### config.mk
export PLATFORM = sky130hd
export DESIGN_NAME = ball_turn_arbiter_flat
export DESIGN_NICKNAME = d
export VERILOG_FILES = /design/src/rtl/ball_turn_arbiter_if.sv /design/src/rtl/ball_turn_arbiter.sv /design/src/flat_wrapper.sv
export SDC_FILE = /design/constraint.sdc
export NUM_CORES = 1
export LEC_CHECK = 0
export CELL_PAD_IN_SITES_DETAIL_PLACEMENT = 2
export CELL_PAD_IN_SITES_GLOBAL_PLACEMENT = 2
export CORE_ASPECT_RATIO = 0.6
export CORE_UTILIZATION = 31
export CTS_CLUSTER_SIZE = 24
export DETAILED_ROUTE_END_ITERATION = 7
export GPL_ROUTABILITY_DRIVEN = 1
export PLACE_DENSITY = 0.88
export SLEW_MARGIN = 15
export SYNTH_ARGS = -nofsm -noshare
export SYNTH_HDL_FRONTEND = slang
export SYNTH_SLANG_ARGS = --single-unit
### constraint.sdc
create_clock -name clk_i -period 3.98 [get_ports clk_i]
set_input_delay 0.398 -clock clk_i [delete_from_list [all_inputs] [get_ports clk_i]]
set_output_delay 0.398 -clock clk_i [all_outputs]
set_load 0.005 [all_outputs]
### src/rtl/ball_turn_arbiter_if.sv
`default_nettype none
// ============================================================================
// Module   : ball_turn_arbiter_if
// Brief    : Joystick/ball bus between the turn arbiter and its neighbours.
// Revision : 1.0 - initial release
// ============================================================================
interface ball_turn_arbiter_if;
    logic        start;
    logic        p0_valid;
    logic [3:0]  p0_x;
    logic [3:0]  p0_y;
    logic        p1_valid;
    logic [3:0]  p1_x;
    logic [3:0]  p1_y;
    logic [11:0] hor_pos;
    logic [10:0] ver_pos;
    logic        ball_reset;
    logic [3:0]  x_axis;
    logic [3:0]  y_axis;
    logic        owner;
    logic [1:0]  state;
    logic [7:0]  turn_count;

    modport master (
        output start, p0_valid, p0_x, p0_y, p1_valid, p1_x, p1_y, hor_pos, ver_pos,
        input  ball_reset, x_axis, y_axis, owner, state, turn_count
    );

    modport slave (
        input  start, p0_valid, p0_x, p0_y, p1_valid, p1_x, p1_y, hor_pos, ver_pos,
        output ball_reset, x_axis, y_axis, owner, state, turn_count
    );
endinterface
`default_nettype wire

### src/rtl/ball_turn_arbiter.sv
`default_nettype none
// ============================================================================
// Module   : ball_turn_arbiter
// Brief    : Grants the bouncing-ball axis inputs to one of two players in timed turns.
// Revision : 1.0 - initial release
// ============================================================================
module ball_turn_arbiter #(
    parameter int unsigned TICK_PERIOD = 524289,
    parameter int unsigned TURN_TICKS  = 64,
    parameter int unsigned ARM_CYCLES  = 4
) (
    input  wire logic           clk_i,
    input  wire logic           rst_i,
    ball_turn_arbiter_if.slave  bus
);
    localparam int unsigned C_TICK_W = (TICK_PERIOD > 1) ? $clog2(TICK_PERIOD) : 1;
    localparam int unsigned C_TURN_W = (TURN_TICKS > 1)  ? $clog2(TURN_TICKS)  : 1;
    localparam int unsigned C_ARM_W  = (ARM_CYCLES > 1)  ? $clog2(ARM_CYCLES)  : 1;
    localparam logic [C_TICK_W-1:0] C_TICK_LAST = C_TICK_W'(TICK_PERIOD - 1);
    localparam logic [C_TURN_W-1:0] C_TURN_LAST = C_TURN_W'(TURN_TICKS - 1);
    localparam logic [C_ARM_W-1:0]  C_ARM_LAST  = C_ARM_W'(ARM_CYCLES - 1);
    localparam logic [3:0] C_X_NEUTRAL = 4'd8;
    localparam logic [3:0] C_Y_NEUTRAL = 4'd7;

    typedef enum logic [1:0] {
        IDLE  = 2'd0,
        ARM   = 2'd1,
        PLAY  = 2'd2,
        PAUSE = 2'd3
    } state_t;

    state_t              state_q, state_d;
    logic                owner_q, owner_d;
    logic [C_TICK_W-1:0] tick_cnt_q, tick_cnt_d;
    logic [C_TURN_W-1:0] turn_ticks_q, turn_ticks_d;
    logic [C_ARM_W-1:0]  arm_cnt_q, arm_cnt_d;
    logic [7:0]          turn_count_q, turn_count_d;
    logic [3:0]          x_q, x_d;
    logic [3:0]          y_q, y_d;
    logic                ball_reset_q, ball_reset_d;

    logic w_owner_valid;
    logic w_other_valid;
    logic w_tick;
    logic w_wrap;
    logic w_handoff;

    assign w_owner_valid = owner_q ? bus.p1_valid : bus.p0_valid;
    assign w_other_valid = owner_q ? bus.p0_valid : bus.p1_valid;
    assign w_tick        = (state_q == PLAY) && (tick_cnt_q == C_TICK_LAST);
    assign w_wrap        = (bus.hor_pos == 12'd1) || (bus.ver_pos == 11'd1);
    // Dropout wins outright; wrap and turn expiry only count on a tick.
    assign w_handoff     = (state_q == PLAY) &&
                           (!w_owner_valid || (w_tick && (w_wrap || (turn_ticks_q == C_TURN_LAST))));

    always_comb begin
        state_d      = state_q;
        owner_d      = owner_q;
        tick_cnt_d   = tick_cnt_q;
        turn_ticks_d = turn_ticks_q;
        arm_cnt_d    = arm_cnt_q;
        turn_count_d = turn_count_q;
        x_d          = C_X_NEUTRAL;
        y_d          = C_Y_NEUTRAL;
        ball_reset_d = 1'b0;

        case (state_q)
            IDLE: begin
                ball_reset_d = 1'b1;
                tick_cnt_d   = '0;
                turn_ticks_d = '0;
                arm_cnt_d    = '0;
                if (bus.start) begin
                    state_d = ARM;
                    owner_d = !bus.p0_valid;
                end
            end
            ARM: begin
                ball_reset_d = 1'b1;
                tick_cnt_d   = '0;
                if (arm_cnt_q == C_ARM_LAST) begin
                    state_d      = PLAY;
                    ball_reset_d = 1'b0;
                end else begin
                    arm_cnt_d = arm_cnt_q + 1'b1;
                end
            end
            PLAY: begin
                tick_cnt_d = w_tick ? '0 : tick_cnt_q + 1'b1;
                if (w_handoff) begin
                    turn_ticks_d = '0;
                    turn_count_d = (turn_count_q == 8'hFF) ? turn_count_q : turn_count_q + 8'd1;
                    if (w_other_valid) begin
                        owner_d = !owner_q;
                    end else if (!w_owner_valid) begin
                        state_d = PAUSE;
                    end
                end else begin
                    if (w_tick) begin
                        turn_ticks_d = turn_ticks_q + 1'b1;
                    end
                    x_d = owner_q ? bus.p1_x : bus.p0_x;
                    y_d = owner_q ? bus.p1_y : bus.p0_y;
                end
            end
            PAUSE: begin
                if (bus.p0_valid || bus.p1_valid) begin
                    state_d = PLAY;
                    owner_d = !bus.p0_valid;
                end
            end
        endcase
    end

    always_ff @(posedge clk_i) begin
        if (rst_i) begin
            state_q      <= IDLE;
            owner_q      <= 1'b0;
            tick_cnt_q   <= '0;
            turn_ticks_q <= '0;
            arm_cnt_q    <= '0;
            turn_count_q <= 8'd0;
            x_q          <= C_X_NEUTRAL;
            y_q          <= C_Y_NEUTRAL;
            ball_reset_q <= 1'b1;
        end else begin
            state_q      <= state_d;
            owner_q      <= owner_d;
            tick_cnt_q   <= tick_cnt_d;
            turn_ticks_q <= turn_ticks_d;
            arm_cnt_q    <= arm_cnt_d;
            turn_count_q <= turn_count_d;
            x_q          <= x_d;
            y_q          <= y_d;
            ball_reset_q <= ball_reset_d;
        end
    end

    assign bus.ball_reset = ball_reset_q;
    assign bus.x_axis     = x_q;
    assign bus.y_axis     = y_q;
    assign bus.owner      = owner_q;
    assign bus.state      = state_q;
    assign bus.turn_count = turn_count_q;
endmodule
`default_nettype wire

### src/flat_wrapper.sv
// flat-port wrapper written by rule: the top's interface ports become plain ports
module ball_turn_arbiter_flat 
#(
    parameter int unsigned TICK_PERIOD = 524289,
    parameter int unsigned TURN_TICKS  = 64,
    parameter int unsigned ARM_CYCLES  = 4
)
  (clk_i, rst_i, bus_start, bus_p0_valid, bus_p0_x, bus_p0_y, bus_p1_valid, bus_p1_x, bus_p1_y, bus_hor_pos, bus_ver_pos, bus_ball_reset, bus_x_axis, bus_y_axis, bus_owner, bus_state, bus_turn_count);
  ball_turn_arbiter_if bus_i ();
  input  wire logic clk_i;
  input  wire logic rst_i;
  input wire logic [$bits(bus_i.start)-1:0] bus_start;
  input wire logic [$bits(bus_i.p0_valid)-1:0] bus_p0_valid;
  input wire logic [$bits(bus_i.p0_x)-1:0] bus_p0_x;
  input wire logic [$bits(bus_i.p0_y)-1:0] bus_p0_y;
  input wire logic [$bits(bus_i.p1_valid)-1:0] bus_p1_valid;
  input wire logic [$bits(bus_i.p1_x)-1:0] bus_p1_x;
  input wire logic [$bits(bus_i.p1_y)-1:0] bus_p1_y;
  input wire logic [$bits(bus_i.hor_pos)-1:0] bus_hor_pos;
  input wire logic [$bits(bus_i.ver_pos)-1:0] bus_ver_pos;
  output wire logic [$bits(bus_i.ball_reset)-1:0] bus_ball_reset;
  output wire logic [$bits(bus_i.x_axis)-1:0] bus_x_axis;
  output wire logic [$bits(bus_i.y_axis)-1:0] bus_y_axis;
  output wire logic [$bits(bus_i.owner)-1:0] bus_owner;
  output wire logic [$bits(bus_i.state)-1:0] bus_state;
  output wire logic [$bits(bus_i.turn_count)-1:0] bus_turn_count;
  assign bus_i.start = bus_start;
  assign bus_i.p0_valid = bus_p0_valid;
  assign bus_i.p0_x = bus_p0_x;
  assign bus_i.p0_y = bus_p0_y;
  assign bus_i.p1_valid = bus_p1_valid;
  assign bus_i.p1_x = bus_p1_x;
  assign bus_i.p1_y = bus_p1_y;
  assign bus_i.hor_pos = bus_hor_pos;
  assign bus_i.ver_pos = bus_ver_pos;
  assign bus_ball_reset = bus_i.ball_reset;
  assign bus_x_axis = bus_i.x_axis;
  assign bus_y_axis = bus_i.y_axis;
  assign bus_owner = bus_i.owner;
  assign bus_state = bus_i.state;
  assign bus_turn_count = bus_i.turn_count;
  ball_turn_arbiter #(.TICK_PERIOD(TICK_PERIOD), .TURN_TICKS(TURN_TICKS), .ARM_CYCLES(ARM_CYCLES)) u_core (.clk_i(clk_i), .rst_i(rst_i), .bus(bus_i));
endmodule
==> impl_metrics.ini <==
[run_status]
status = finished, final reports clean

[min_path]
whs_endpoint = u_core.turn_ticks_q[1]
hold_class = reg -> reg
worst_hold_path.num_cells = 2
hp-start = u_core.turn_ticks_q[1]

[synthesis]
syn_area_sq_um = 2700
yosysSeqAreaShare = 0.356
synth_compound_area_frac = 0.157
synth.distinct_cells = 60
synth_edf_count = 0
synth_top_family_by_area = simple AND/OR/NAND/NOR gates
syn_area_per_cell_sq_um = 8.51
synthCells = 317
async_reset_ff_frac = 0
synth.net_count = 366
synthXorXnorAreaFrac = 0.0325
synth_top_flop_cell = dfxtp_1
synth_adder_area_share = 0.0232
synthMuxAreaShare = 0.0710
synth_seq_cells = 48
ys_warn_count = 0
synthSimpleGateAreaFrac = 0.321

[finish]
final_nets = 424
postLayoutCoreUtil = 0.442
num-fill-cells = 916
layout_common_cells = clkdlybuf4s50_1 (63), dfxtp_1 (48), nor2_1 (33), nand2_1 (25), nand3_1 (23)
layout_commonest_cell = clkdlybuf4s50_1
drive_gt1_frac = 0.101
diodes = 0
area_growth_pct = 33.2

[worst_setup_path]
rrSetupSlack_ns = 1.42
slowest_stage = nor4_1
path_class = reg -> reg
crit-reg2reg-launch = u_core.tick_cnt_q[3]
critPathBufInv = 0
cpLargestDelayFamily = simple AND/OR/NAND/NOR gates
start_kind = register
cp_cell_sequence = nand4_1 > nor4_1 > a41oi_1 > a311oi_1
arrival_ns = 2.74
crit_path_end_kind = register
r2r_cells = 4
required_ns = 4.16
crit_path_max_fanout = 7
critPathMaxStageDelay_ns = 0.99
reg2reg_to = u_core.tick_cnt_q[19]

[sta]
setup_viol = 0
finalClockSkew_ns = 0.00689
finalHoldViolCount = 0
setup_ws_ns = 1.42
finalCritPeriodShare = 0.642
drv_slew = 0
fmax_ghz = 0.391
finalSetupTns_ns = 0
relSlewSlack = 0.271
finalCriticalPeriod_ns = 2.56
worst_pin_slew_ns = 1.08
rsz0062_at_grt = no

[route]
drc_errors = 0
routed_via_density = 5.55
postRouteAntennaNets = 0
wl_per_cell_microns = 20.0
wl_microns = 9690
vias = 2684
firstDrtPassIters = 4
drt_iter0_drc = 122

[floorplan]
coreArea_sq_um = 8130
start_util = 0.332
die_x_microns = 122
fp.dieArea_sq_um = 9090
die_h_microns = 74.3
fp-row-count = 25
io_pins = 64

[cts]
clock_latency_ns = 0.30
htreeDepth = 2
cts_sinks = 48
clk_pin_slew_ns = 0.07
cts_tree = yes
cts-root-buf = clkbuf_16
clockBufferDepth = 2
cts_setup_buffers = 0
ctsResizeCount = 0
hold_buffers = 0
cts_inserted_buffers = 5

[power]
finalPower_mw = 1.10
p_per_area_nw_per_um2 = 307
ir_drop_uv = 176
power_leakage_nw = 1.18

[grt]
grt_usage = 0.227
grt_max_degree = 23
grt-ovfl-total = 0
grt_antenna_before_repair = 0
grt_pass1_wl_microns = 15400
grt_pass1_vias = 2945

[placement]
portBuffers = 63
pre_cts_ws_ns = 1.32
gp_congestion = 0.829
hpwl_microns = 7290

[run]
max_cap_viol_count = 0
[cells by family (layout without fill, tap and decap cells)]
| group | Yosys count | count (layout) |
|---|---|---|
| flops | 48 | 48 |
| mux | 18 | 18 |
| simple gates | 157 | 157 |
| xor+xnor | 10 | 10 |
| compound gates | 55 | 55 |
| fa+ha+maj | 5 | 5 |
| buf+inv | 24 | 83 |
[worst reg2reg max path, delay by kind of cell (launching register included)]
kind | cells | cell delay [ns]
AND/OR/NAND/NOR | 2 | 1.30
AO/OA/AOI/OAI | 2 | 0.62
flip-flops | 1 | 0.52
[routing by layer]
metal,global-route usage,wire (microns),vias to the layer above
li1,-,-,1279
met3,0.0544,497,9
met2,0.384,4590,64
met1,0.290,4510,1332
met5,0,0,-
met4,0.0650,100,0
[sequential cells by signal, summed over array words and instances (netlist names)]
register,cells
u_core.bus.ball_reset,1
u_core.turn_ticks_q,6
u_core.bus.x_axis,4
u_core.bus.y_axis,4
u_core.arm_cnt_q,2
u_core.bus.owner,1
u_core.bus.state,2
u_core.bus.turn_count,8
u_core.tick_cnt_q,20
[synth_stat cells (2+ instances only)]
cell / n / area [sq um]
dfxtp_1: 48 / 961
nor2_1: 33 / 124
nand2_1: 25 / 93.8
nand3_1: 23 / 115
a21oi_1: 13 / 65.1
nor2b_1: 11 / 68.8
nor3_1: 10 / 50.1
nor4_1: 10 / 62.6
clkbuf_1: 9 / 33.8
inv_1: 9 / 33.8
mux2i_1: 9 / 90.1
nand2b_1: 9 / 56.3
mux2_2: 8 / 90.1
nand4_1: 8 / 50.1
and3_1: 7 / 43.8
xnor2_1: 7 / 61.3
ha_1: 5 / 62.6
o21ai_0: 5 / 25.0
a211oi_1: 4 / 30.0
a311oi_1: 4 / 35.0
a41oi_1: 3 / 26.3
and2_1: 3 / 18.8
buf_1: 3 / 11.3
or2_2: 3 / 18.8
xor2_1: 3 / 26.3
a21oi_2: 2 / 17.5
a22oi_1: 2 / 15.0
a32oi_1: 2 / 17.5
and4_2: 2 / 20.0
buf_6: 2 / 22.5
nor3_2: 2 / 20.0
nor4b_1: 2 / 17.5
o31ai_1: 2 / 15.0
o32ai_1: 2 / 17.5
or4b_4: 2 / 27.5
[final cells by class]
cell class,instances,area (sq um),share of cell area
clock inverters,1,30.0,0.00836
repair buffers,65,646,0.180
well taps,108,135,0.0376
flip-flops and latches,48,961,0.267
inverters,10,37.5,0.0104
multi-input cells,245,1630,0.454
clock buffers,7,153,0.0425
[how the worst max path moves through the flow]
stage,from,end,slack (ns),cells after the start
2_1_floorplan,u_core.tick_cnt_q[0],u_core.bus.turn_count[5],1.84,7
3_3_place_gp,bus_ver_pos[1],u_core.bus.turn_count[6],1.49,6
3_5_place_dp,bus_ver_pos[1],u_core.bus.turn_count[4],1.32,6
4_1_cts,u_core.tick_cnt_q[0],u_core.bus.turn_count[4],1.50,7
5_1_grt,u_core.tick_cnt_q[3],u_core.tick_cnt_q[19],1.18,4
6_report,u_core.tick_cnt_q[3],u_core.tick_cnt_q[19],1.42,4
[report_power, final]
| group | switching (mW) | internal, mW |
|---|---|---|
| Clock | 0.196 | 0.331 |
| Combinational | 0.0291 | 0.0549 |
| Sequential | 0.00827 | 0.483 |
[per-stage QoR]
| step | instances | hold WS [ns] | instance area (sq um) |
|---|---|---|---|
| after floorplan | 317 | 0.460 | 2700 |
| after global placement | 476 | 0.480 | 3410 |
| after detailed placement | 476 | 0.503 | 3410 |
| after CTS | 484 | 0.513 | 3590 |
| after global routing | 484 | 0.540 | 3590 |
| final | 484 | 0.509 | 3590 |
(Power assumes the default switching activity.)
